### src/rtl/edge_event_arbiter_pkg.sv
// Shared definitions for the edge-event arbiter: per-channel edge-detection modes.
package edge_event_arbiter_pkg;

    typedef enum logic [1:0] {
        MODE_OFF  = 2'b00,
        MODE_POS  = 2'b01,
        MODE_NEG  = 2'b10,
        MODE_BOTH = 2'b11
    } edge_mode_e;

endpackage

### src/rtl/edge_event_arbiter_rr_arbiter.sv
// Round-robin arbiter: combinational grant searching upward from ptr; ptr moves past the
// winner only when the grant is consumed (adv).
module rr_arbiter #(
    parameter  int N   = 4,
    localparam int IDW = $clog2(N)
) (
    input  logic           clk,
    input  logic           rst,
    input  logic [N-1:0]   req,
    input  logic           adv,
    output logic [IDW-1:0] gnt_idx,
    output logic           gnt_vld
);

    logic [IDW-1:0] ptr;
    logic [IDW:0]   sum;
    logic [IDW-1:0] cand;

    // Candidate index is (ptr + k) mod N, kept in IDW+1 bits so non-power-of-two N wraps correctly.
    always_comb begin
        gnt_idx = '0;
        gnt_vld = 1'b0;
        sum     = '0;
        cand    = '0;
        for (int k = 0; k < N; k++) begin
            sum  = {1'b0, ptr} + (IDW+1)'(k);
            cand = (sum >= (IDW+1)'(N)) ? IDW'(sum - (IDW+1)'(N)) : sum[IDW-1:0];
            if (!gnt_vld && req[cand]) begin
                gnt_vld = 1'b1;
                gnt_idx = cand;
            end
        end
    end

    always_ff @(posedge clk) begin
        if (rst) begin
            ptr <= '0;
        end else if (adv && gnt_vld) begin
            ptr <= (gnt_idx == IDW'(N-1)) ? '0 : gnt_idx + 1'b1;
        end
    end

endmodule

### src/rtl/edge_event_arbiter.sv
// Multi-channel edge-event scheduler: per-channel edge detection and one-deep pending slot,
// shared onto a single registered valid/ready event output via round-robin arbitration.
module edge_event_arbiter
    import edge_event_arbiter_pkg::*;
#(
    parameter  int N_CH = 4,
    localparam int IDW  = $clog2(N_CH)
) (
    input  logic            clk,
    input  logic            rst,
    input  logic [N_CH-1:0] din,
    input  logic            mode_wr,
    input  logic [IDW-1:0]  mode_ch,
    input  logic [1:0]      mode_val,
    output logic            evt_valid,
    input  logic            evt_ready,
    output logic [IDW-1:0]  evt_ch,
    output logic            evt_rise,
    output logic            evt_ovf,
    output logic [N_CH-1:0] pend
);

    logic [N_CH-1:0] din_q, rise, fall, hit, drain, mode_sel, clr, ovf, rise_st;
    logic [1:0]      mode_q [N_CH];
    logic            load;
    logic [IDW-1:0]  gnt_idx;
    logic            gnt_vld;

    // Handshake: an event transfers on a cycle with evt_valid & evt_ready; while evt_valid is
    // high and evt_ready low, evt_ch/evt_rise/evt_ovf hold; a new event may load every cycle.
    always_comb begin
        rise     = ~din_q & din;
        fall     = din_q & ~din;
        load     = (~evt_valid | evt_ready) & (|pend);
        hit      = '0;
        drain    = '0;
        mode_sel = '0;
        clr      = '0;
        for (int i = 0; i < N_CH; i++) begin
            hit[i]      = (rise[i] & mode_q[i][0]) | (fall[i] & mode_q[i][1]);
            drain[i]    = load && gnt_vld && (gnt_idx == IDW'(i));
            mode_sel[i] = mode_wr && (32'(mode_ch) == 32'(i));
            clr[i]      = mode_sel[i] && (mode_val == MODE_OFF);
        end
    end

    rr_arbiter #(.N(N_CH)) u_rr (
        .clk     (clk),
        .rst     (rst),
        .req     (pend),
        .adv     (load),
        .gnt_idx (gnt_idx),
        .gnt_vld (gnt_vld)
    );

    always_ff @(posedge clk) begin
        if (rst) begin
            din_q     <= '0;
            pend      <= '0;
            ovf       <= '0;
            rise_st   <= '0;
            evt_valid <= 1'b0;
            evt_ch    <= '0;
            evt_rise  <= 1'b0;
            evt_ovf   <= 1'b0;
            for (int i = 0; i < N_CH; i++) begin
                mode_q[i] <= MODE_OFF;
            end
        end else begin
            din_q <= din;
            for (int i = 0; i < N_CH; i++) begin
                if (mode_sel[i]) begin
                    mode_q[i] <= mode_val;
                end
                // Turning a channel off discards its slot; a new edge beats a drain, and only
                // overwrites an undrained slot counts as an overflow.
                if (clr[i]) begin
                    pend[i] <= 1'b0;
                    ovf[i]  <= 1'b0;
                end else if (hit[i]) begin
                    pend[i]    <= 1'b1;
                    rise_st[i] <= rise[i];
                    ovf[i]     <= pend[i] & ~drain[i];
                end else if (drain[i]) begin
                    pend[i] <= 1'b0;
                    ovf[i]  <= 1'b0;
                end
            end
            if (load) begin
                evt_valid <= 1'b1;
                evt_ch    <= gnt_idx;
                evt_rise  <= rise_st[gnt_idx];
                evt_ovf   <= ovf[gnt_idx];
            end else if (evt_ready) begin
                evt_valid <= 1'b0;
            end
        end
    end

endmodule

### config.mk
export PLATFORM = sky130hd
export DESIGN_NAME = edge_event_arbiter
export DESIGN_NICKNAME = d
export VERILOG_FILES = /design/src/rtl/edge_event_arbiter_pkg.sv /design/src/rtl/edge_event_arbiter_rr_arbiter.sv /design/src/rtl/edge_event_arbiter.sv
export SDC_FILE = /design/constraint.sdc
export NUM_CORES = 1
export LEC_CHECK = 0
export ABC_AREA = 1
export CORE_UTILIZATION = 35
export CTS_CLUSTER_DIAMETER = 100
export DETAILED_ROUTE_END_ITERATION = 10
export DONT_BUFFER_PORTS = 1
export HOLD_SLACK_MARGIN = 0.03
export PLACE_DENSITY = 0.48
export SLEW_MARGIN = 0
export SYNTH_ARGS = -nofsm -noshare
export SYNTH_HDL_FRONTEND = slang
export SYNTH_SLANG_ARGS = --single-unit
### constraint.sdc
create_clock -name clk -period 2.8 [get_ports clk]
set_input_delay 0.42 -clock clk [delete_from_list [all_inputs] [get_ports clk]]
set_output_delay 0.42 -clock clk [all_outputs]
set_load 0.01 [all_outputs]
Yosys cells after proc, flatten, opt, wreduce, memory -nomap -nowiden
Memory sizes are Yosys's and may differ from the RTL's.
Cells that the tools add are included.
{ "totals": {"ff_bits": 23, "latchBits": 0, "mem_bits_rw": 8, "rom_bits": 0, "wordCells": 170, "n_memories": 1} }
{ "memory_table": {"columns": ["memory", "words", "word_bits", "rd", "rd_ports_with_merged_regs", "write_ports", "line", "text"], "rows": [
  ["mode_q", 4, 2, 4, 0, 4, "edge_event_arbiter.sv:24", "logic [1:0] mode_q [N_CH];"]
]} }
{ "op_classes": {"n_addsub": 8, "n_mul": 0, "div_mod_pow": 0, "order_cmp": 9, "eq_ne": 6, "shift": 0, "muxes": 57, "n_bitwise": 35, "n_reduce_logical": 36} }
{ "op_table": {"columns": ["cell", "n"], "rows": [
  ["two-way mux 1 bit", 38],
  ["two-way mux 2 bit", 13],
  ["logical AND 1 bit", 16],
  ["< comparator 2 x 3 -> 1 bit, second input constant", 5],
  ["AND 1 bit", 13],
  ["binary-select mux 1 bit (select 2 bit)", 6],
  ["nonzero test 2 bit", 5],
  [">= comparator 3 bit, second input constant", 3],
  ["NOT 1 bit", 9],
  ["bitwise OR 1 bit", 9],
  ["AND 4 bit", 2],
  ["equality test 2 bit, second input constant", 4],
  ["NOT 4 bit", 2],
  ["AND reduction 2 bit", 4],
  ["OR reduction 2 bit", 4],
  ["subtractor 2 x 1 -> 2 bit, second input constant", 4],
  ["adder 2 x 2 -> 3 bit, second input constant", 2],
  ["logical NOT 2 bit", 3],
  ["equality test 2 x 1 -> 1 bit, second input constant", 2],
  ["OR reduction 4 bit", 1],
  ["adder 2 x 1 -> 3 bit, second input constant", 1],
  [">= comparator 2 x 3 -> 1 bit, second input constant", 1],
  ["logical NOT 1 bit", 3],
  ["adder 2 x 1 -> 2 bit, second input constant", 1]
]} }

Logic depth before layout (Yosys ltp)
{ "depth": {"ltp_word": 19, "ltp_mapped": 14, "ltp_nobuf": 14} }

By module
A second synthesis with hierarchy kept.
{ "hier_totals": {"hier_cells": 269, "area_unflattened_um2": 1778.0} }
{ "by_module_without_submodules": {"columns": ["mod", "instances", "cells_each", "area_per_inst_um2", "seq_area_each_um2"], "rows": [
  ["edge_event_arbiter", 1, 200, 1378.8, 660.6],
  ["rr_arbiter", 1, 69, 399.1, 40.0]
]} }

Worst setup path after synthesis
Ideal clock, no wire load.
{ "synth_timing": {"path_type": "flip-flop to flip-flop", "startpoint": "register pend[2]", "endpoint": "register u_rr.ptr[1]", "setup_ns": 0.124, "t_arrival_ns": 1.633, "setup_slack_ns": 1.043, "stages_incl_launch_ff": 13, "synth_period_minus_slack_ns": 1.757, "cell_sequence": "dfxtp_1 inv_1 nand2_1 nand3_1 nand2_2 nor2_1 nor2_1 nand2_2 nand2_4 inv_2 ha_1 o21ai_0 a21oi_1"} }
{ "synth_between": {"elab_chain_cells": 14, "elab_cells_between_ends": 28} }
{ "synth_rtl": {"columns": ["item", "line", "text"], "rows": [
  ["from (decl)", "edge_event_arbiter.sv:20", "output logic [N_CH-1:0] pend"],
  ["from (signal assigned)", "edge_event_arbiter.sv:59", "pend <= '0;"],
  ["from (signal, indexed assignment)", "edge_event_arbiter.sv:78", "pend[i] <= 1'b0;"],
  ["from (signal, indexed assignment)", "edge_event_arbiter.sv:81", "pend[i] <= 1'b1;"],
  ["binary-select mux 1 bit (select 2 bit)", "edge_event_arbiter_rr_arbiter.sv:28", "if (!gnt_vld && req[cand]) begin"],
  ["two-way mux 1 bit (implied by the code)", "edge_event_arbiter_rr_arbiter.sv:28", null],
  ["two-way mux 1 bit", "edge_event_arbiter_rr_arbiter.sv:28", null],
  ["logical NOT 1 bit", "edge_event_arbiter_rr_arbiter.sv:28", null],
  ["logical AND 1 bit", "edge_event_arbiter_rr_arbiter.sv:28", null],
  ["two-way mux 1 bit", "edge_event_arbiter_rr_arbiter.sv:28", null],
  ["logical NOT 1 bit", "edge_event_arbiter_rr_arbiter.sv:28", null],
  ["logical AND 1 bit", "edge_event_arbiter_rr_arbiter.sv:28", null],
  ["two-way mux 1 bit", "edge_event_arbiter_rr_arbiter.sv:28", null],
  ["logical NOT 1 bit", "edge_event_arbiter_rr_arbiter.sv:28", null],
  ["logical AND 1 bit", "edge_event_arbiter_rr_arbiter.sv:28", null],
  ["two-way mux 2 bit", "edge_event_arbiter_rr_arbiter.sv:28", null],
  ["adder 2 x 1 -> 2 bit or equality test 2 bit (tied branches)", "edge_event_arbiter_rr_arbiter.sv:39", "ptr <= (gnt_idx == IDW'(N-1)) ? '0 : gnt_idx + 1'b1;"],
  ["two-way mux 2 bit", "edge_event_arbiter_rr_arbiter.sv:39", null],
  ["to (signal assigned)", "edge_event_arbiter_rr_arbiter.sv:39", null],
  ["to (decl)", "edge_event_arbiter_rr_arbiter.sv:15", "logic [IDW-1:0] ptr;"]
]} }
Parallel ways exist; a longest one is shown, timed or not. The select of a mux whose other input is x is not followed.
A chain may end at the register's enable or synchronous reset.

Worst setup path after layout
{ "layout_timing": {"startpoint": "register u_rr.ptr[0]", "endpoint": "register u_rr.ptr[1]"} }
{ "layout_between": {"elab_chain_cells": 16, "elab_cells_between_ends": 41} }
{ "layout_rtl": {"columns": ["item"], "rows": [
  ["branches (longest 16 deep; another with adder 2 x 1 -> 3 bit)"]
]} }
Several ways; the timed one is not identified. The select of a mux whose other input is x is not followed.

==> results.yml <==
global_routing:
  gr-total-overflow: 0
  antenna_found_initial: 0
  grt_use_total_pct: 15.9
  grt_first_pass_wirelength_um: 6240
  grt_max_degree: 16
  grt_pass1_vias: 1341
logic_synthesis:
  syn_inst: 239
  yosysUniqueCellTypes: 24
  synth_area_mm2: 0.00167
  synth_area_leaders: "dfxtp_1 28%, nand2_1 16%, edfxtp_1 14%"
  synth.largest_area_cell: "dfxtp_1"
  ys_ff_latch: 31
  syn-mean-instance-area_um2: 6.97
  yosysSeqAreaShare_pct: 42.1
  ys_warn_count: 0
  synth_top_area_share_pct: 27.6
  syn-num-nets: 252
floorplan:
  die_h_um: 71.0
  dieArea_mm2: 0.00504
  start_util_pct: 37.2
  pin_count: 21
  std_cell_rows: 24
  die_w_um: 71.0
  coreArea_mm2: 0.00447
setup_path:
  cp_data_arrival_time_ns: 2.29
  crit_path_end_kind: "flip-flop"
  worstPathRequired_ns: 2.97
  crit_fanout: 12
  cp_slowest_cell: "dfxtp_1"
  crit_family: "simple AND/OR/NAND/NOR gates"
  path_depth: 12
  path_buf_inv: 2
  path_cells: "inv_2 -> nand2_1 -> nand3_1 -> nand2_2 -> nor2_1 -> nor2_1 -> nand2_2 -> nand2_4 -> inv_2 -> ha_1 -> o21ai_0 -> a21oi_1"
  reg2reg_depth: 12
  critPathLaunchType: "flip-flop"
  crit_type: "flip-flop to flip-flop"
  critPathMaxStageDelay_ns: 0.59
route:
  vias: 1441
  routed_wl_um: 3620
  drc: 0
  drtAntennaViolNets: 0
  routed_via_density: 4.87
  wl_per_cell_um: 12.2
  drtPass1Iterations: 4
  drt_iter0_drc: 63
cts:
  clkLatencyLatePin_ns: 0.29
  hold_buffers: 0
  h-tree-depth: 2
  cts_buffers: 5
  cts_resized: 0
  cts_sinks: 31
  cts_root_buf: "clkbuf_8"
  path_clk_slew_ns: 0.08
  cts_setup_buffers: 0
  cts_tree: "yes"
  cts.path.max_buffers: 2
sta:
  finalSetupViolCount: 0
  finClkSkew_ns: 0.00977
  slew_viol_final: 0
  hold_viol_final: 0
  period_needed_ns: 2.11
  worst_slew_pin_slew_ns: 0.496
  period_share_pct: 75.5
  maxSlewHeadroom_pct: 66.9
  rsz0062_at_grt: "no"
  finalSetupTns_ns: 0
  timing.fmax_ghz: 0.473
final_layout:
  nNetsFinal: 256
  area_delta_synth_final_pct: 9.24
  drive_gt1_share_pct: 11.9
  antennaDiodeCount: 0
  fin_util_pct: 40.7
  final-instance-count-excl-fill: 296
power_and_ir_drop:
  cellPowerDensity_mw_per_mm2: 1050
  ir_worst_vdd_mv: 0.500
  p_leak_uw: 0.000858
placement:
  gp_congestion: 0.794
  numPortBuffers: 0
  dp.final_hpwl_um: 2770
  dp_cells: 288
min_path:
  hold_path_depth: 1
  min-delay-path-class: "input pin to flip-flop"
outcome:
  outcome: "completed"
run:
  maxCapViolations: 0
-- sequential cells by signal (all words and copies together) (netlist names) --
signal / count
u_rr.ptr: 2
evt_valid: 1
rise_st: 4
evt_ch: 2
ovf: 4
pend: 4
evt_ovf: 1
evt_rise: 1
mode_q: 8
din_q: 4
-- where the power goes --
part	leakage, uW	internal (uW)	switching [uW]
clock	0.0000563	229	180
sequential	0.000268	531	87.0
combinational	0.000534	289	599
-- metal layers --
layer / GRT usage (%) / share of wire [%] / up-vias
met2: 26.3 / 47 / 17
li1: - / - / 769
met5: 0 / 0 / -
met3: 3.70 / 3.1 / 4
met4: 6.00 / 1.2 / 0
met1: 20.4 / 48 / 651
-- cell usage after synthesis, drive strengths merged --
cell,count
ha,1
o21ai,12
edfxtp,8
nor3b,1
clkinv,1
nor2,34
inv,32
nand3,23
a21oi,9
dfxtp,23
buf,1
nor3,6
o211ai,1
or2,2
nand2,80
clkbuf,2
a211oi,2
nand4,1
-- worst reg2reg max path, delay by kind of cell, from the launching register on --
| family | cells | cell delay [ns] |
|---|---|---|
| AOI/OAI and AO/OA | 2 | 0.21 |
| and+or+nand+nor | 7 | 0.72 |
| buffers and inverters | 2 | 0.22 |
| adders and majority gates | 1 | 0.28 |
| DFF | 1 | 0.59 |
-- final timing paths --
check               from          end  slack (ns)
max          u_rr.ptr[0]  u_rr.ptr[1]        0.69
min reg2reg   rise_st[0]   rise_st[0]        0.46
min                  rst   rise_st[1]        0.19
max reg2reg  u_rr.ptr[0]  u_rr.ptr[1]        0.69
-- layout make-up --
cell class | count | area (um2)
Fill cell | 493 | 2660
Multi-Input combinational cell | 172 | 822
Sequential cell | 31 | 701
Inverter | 33 | 124
Clock buffer | 6 | 93.8
Tap cell | 52 | 65.1
Clock inverter | 2 | 13.8
-- layout by cell type, fill, tap and decap left out, drive strengths merged, types with 2 or more instances in the layout --
master / instances
nand2: 80
a211oi: 2
nor2: 34
nand3: 23
nor3: 6
a21oi: 9
dfxtp: 23
o21ai: 12
inv: 32
edfxtp: 8
or2: 2
clkbuf: 6
clkinv: 3
-- through the flow --
step           instance area (um2)  setup slack [ns]  total power [uW]  hold slack [ns]
2_1_floorplan                 1670              1.04              1360            0.429
3_3_place_gp                  1710             0.725              1520            0.453
3_5_place_dp                  1710             0.687              1510            0.449
4_1_cts                       1820             0.686              1930            0.184
5_1_grt                       1820             0.429              2090            0.181
6_report                      1820             0.685              1920            0.194
-- kinds of logic after synthesis --
| family | after synthesis | synth area share (%) |
|---|---|---|
| DFF | 31 | 42.1 |
| adders and majority gates | 1 | 0.751 |
| buffers and inverters | 36 | 8.56 |
| AOI/OAI and AO/OA | 24 | 7.66 |
| and+or+nand+nor | 147 | 40.9 |
No activity file was read; power rests on OpenSTA's default activity.
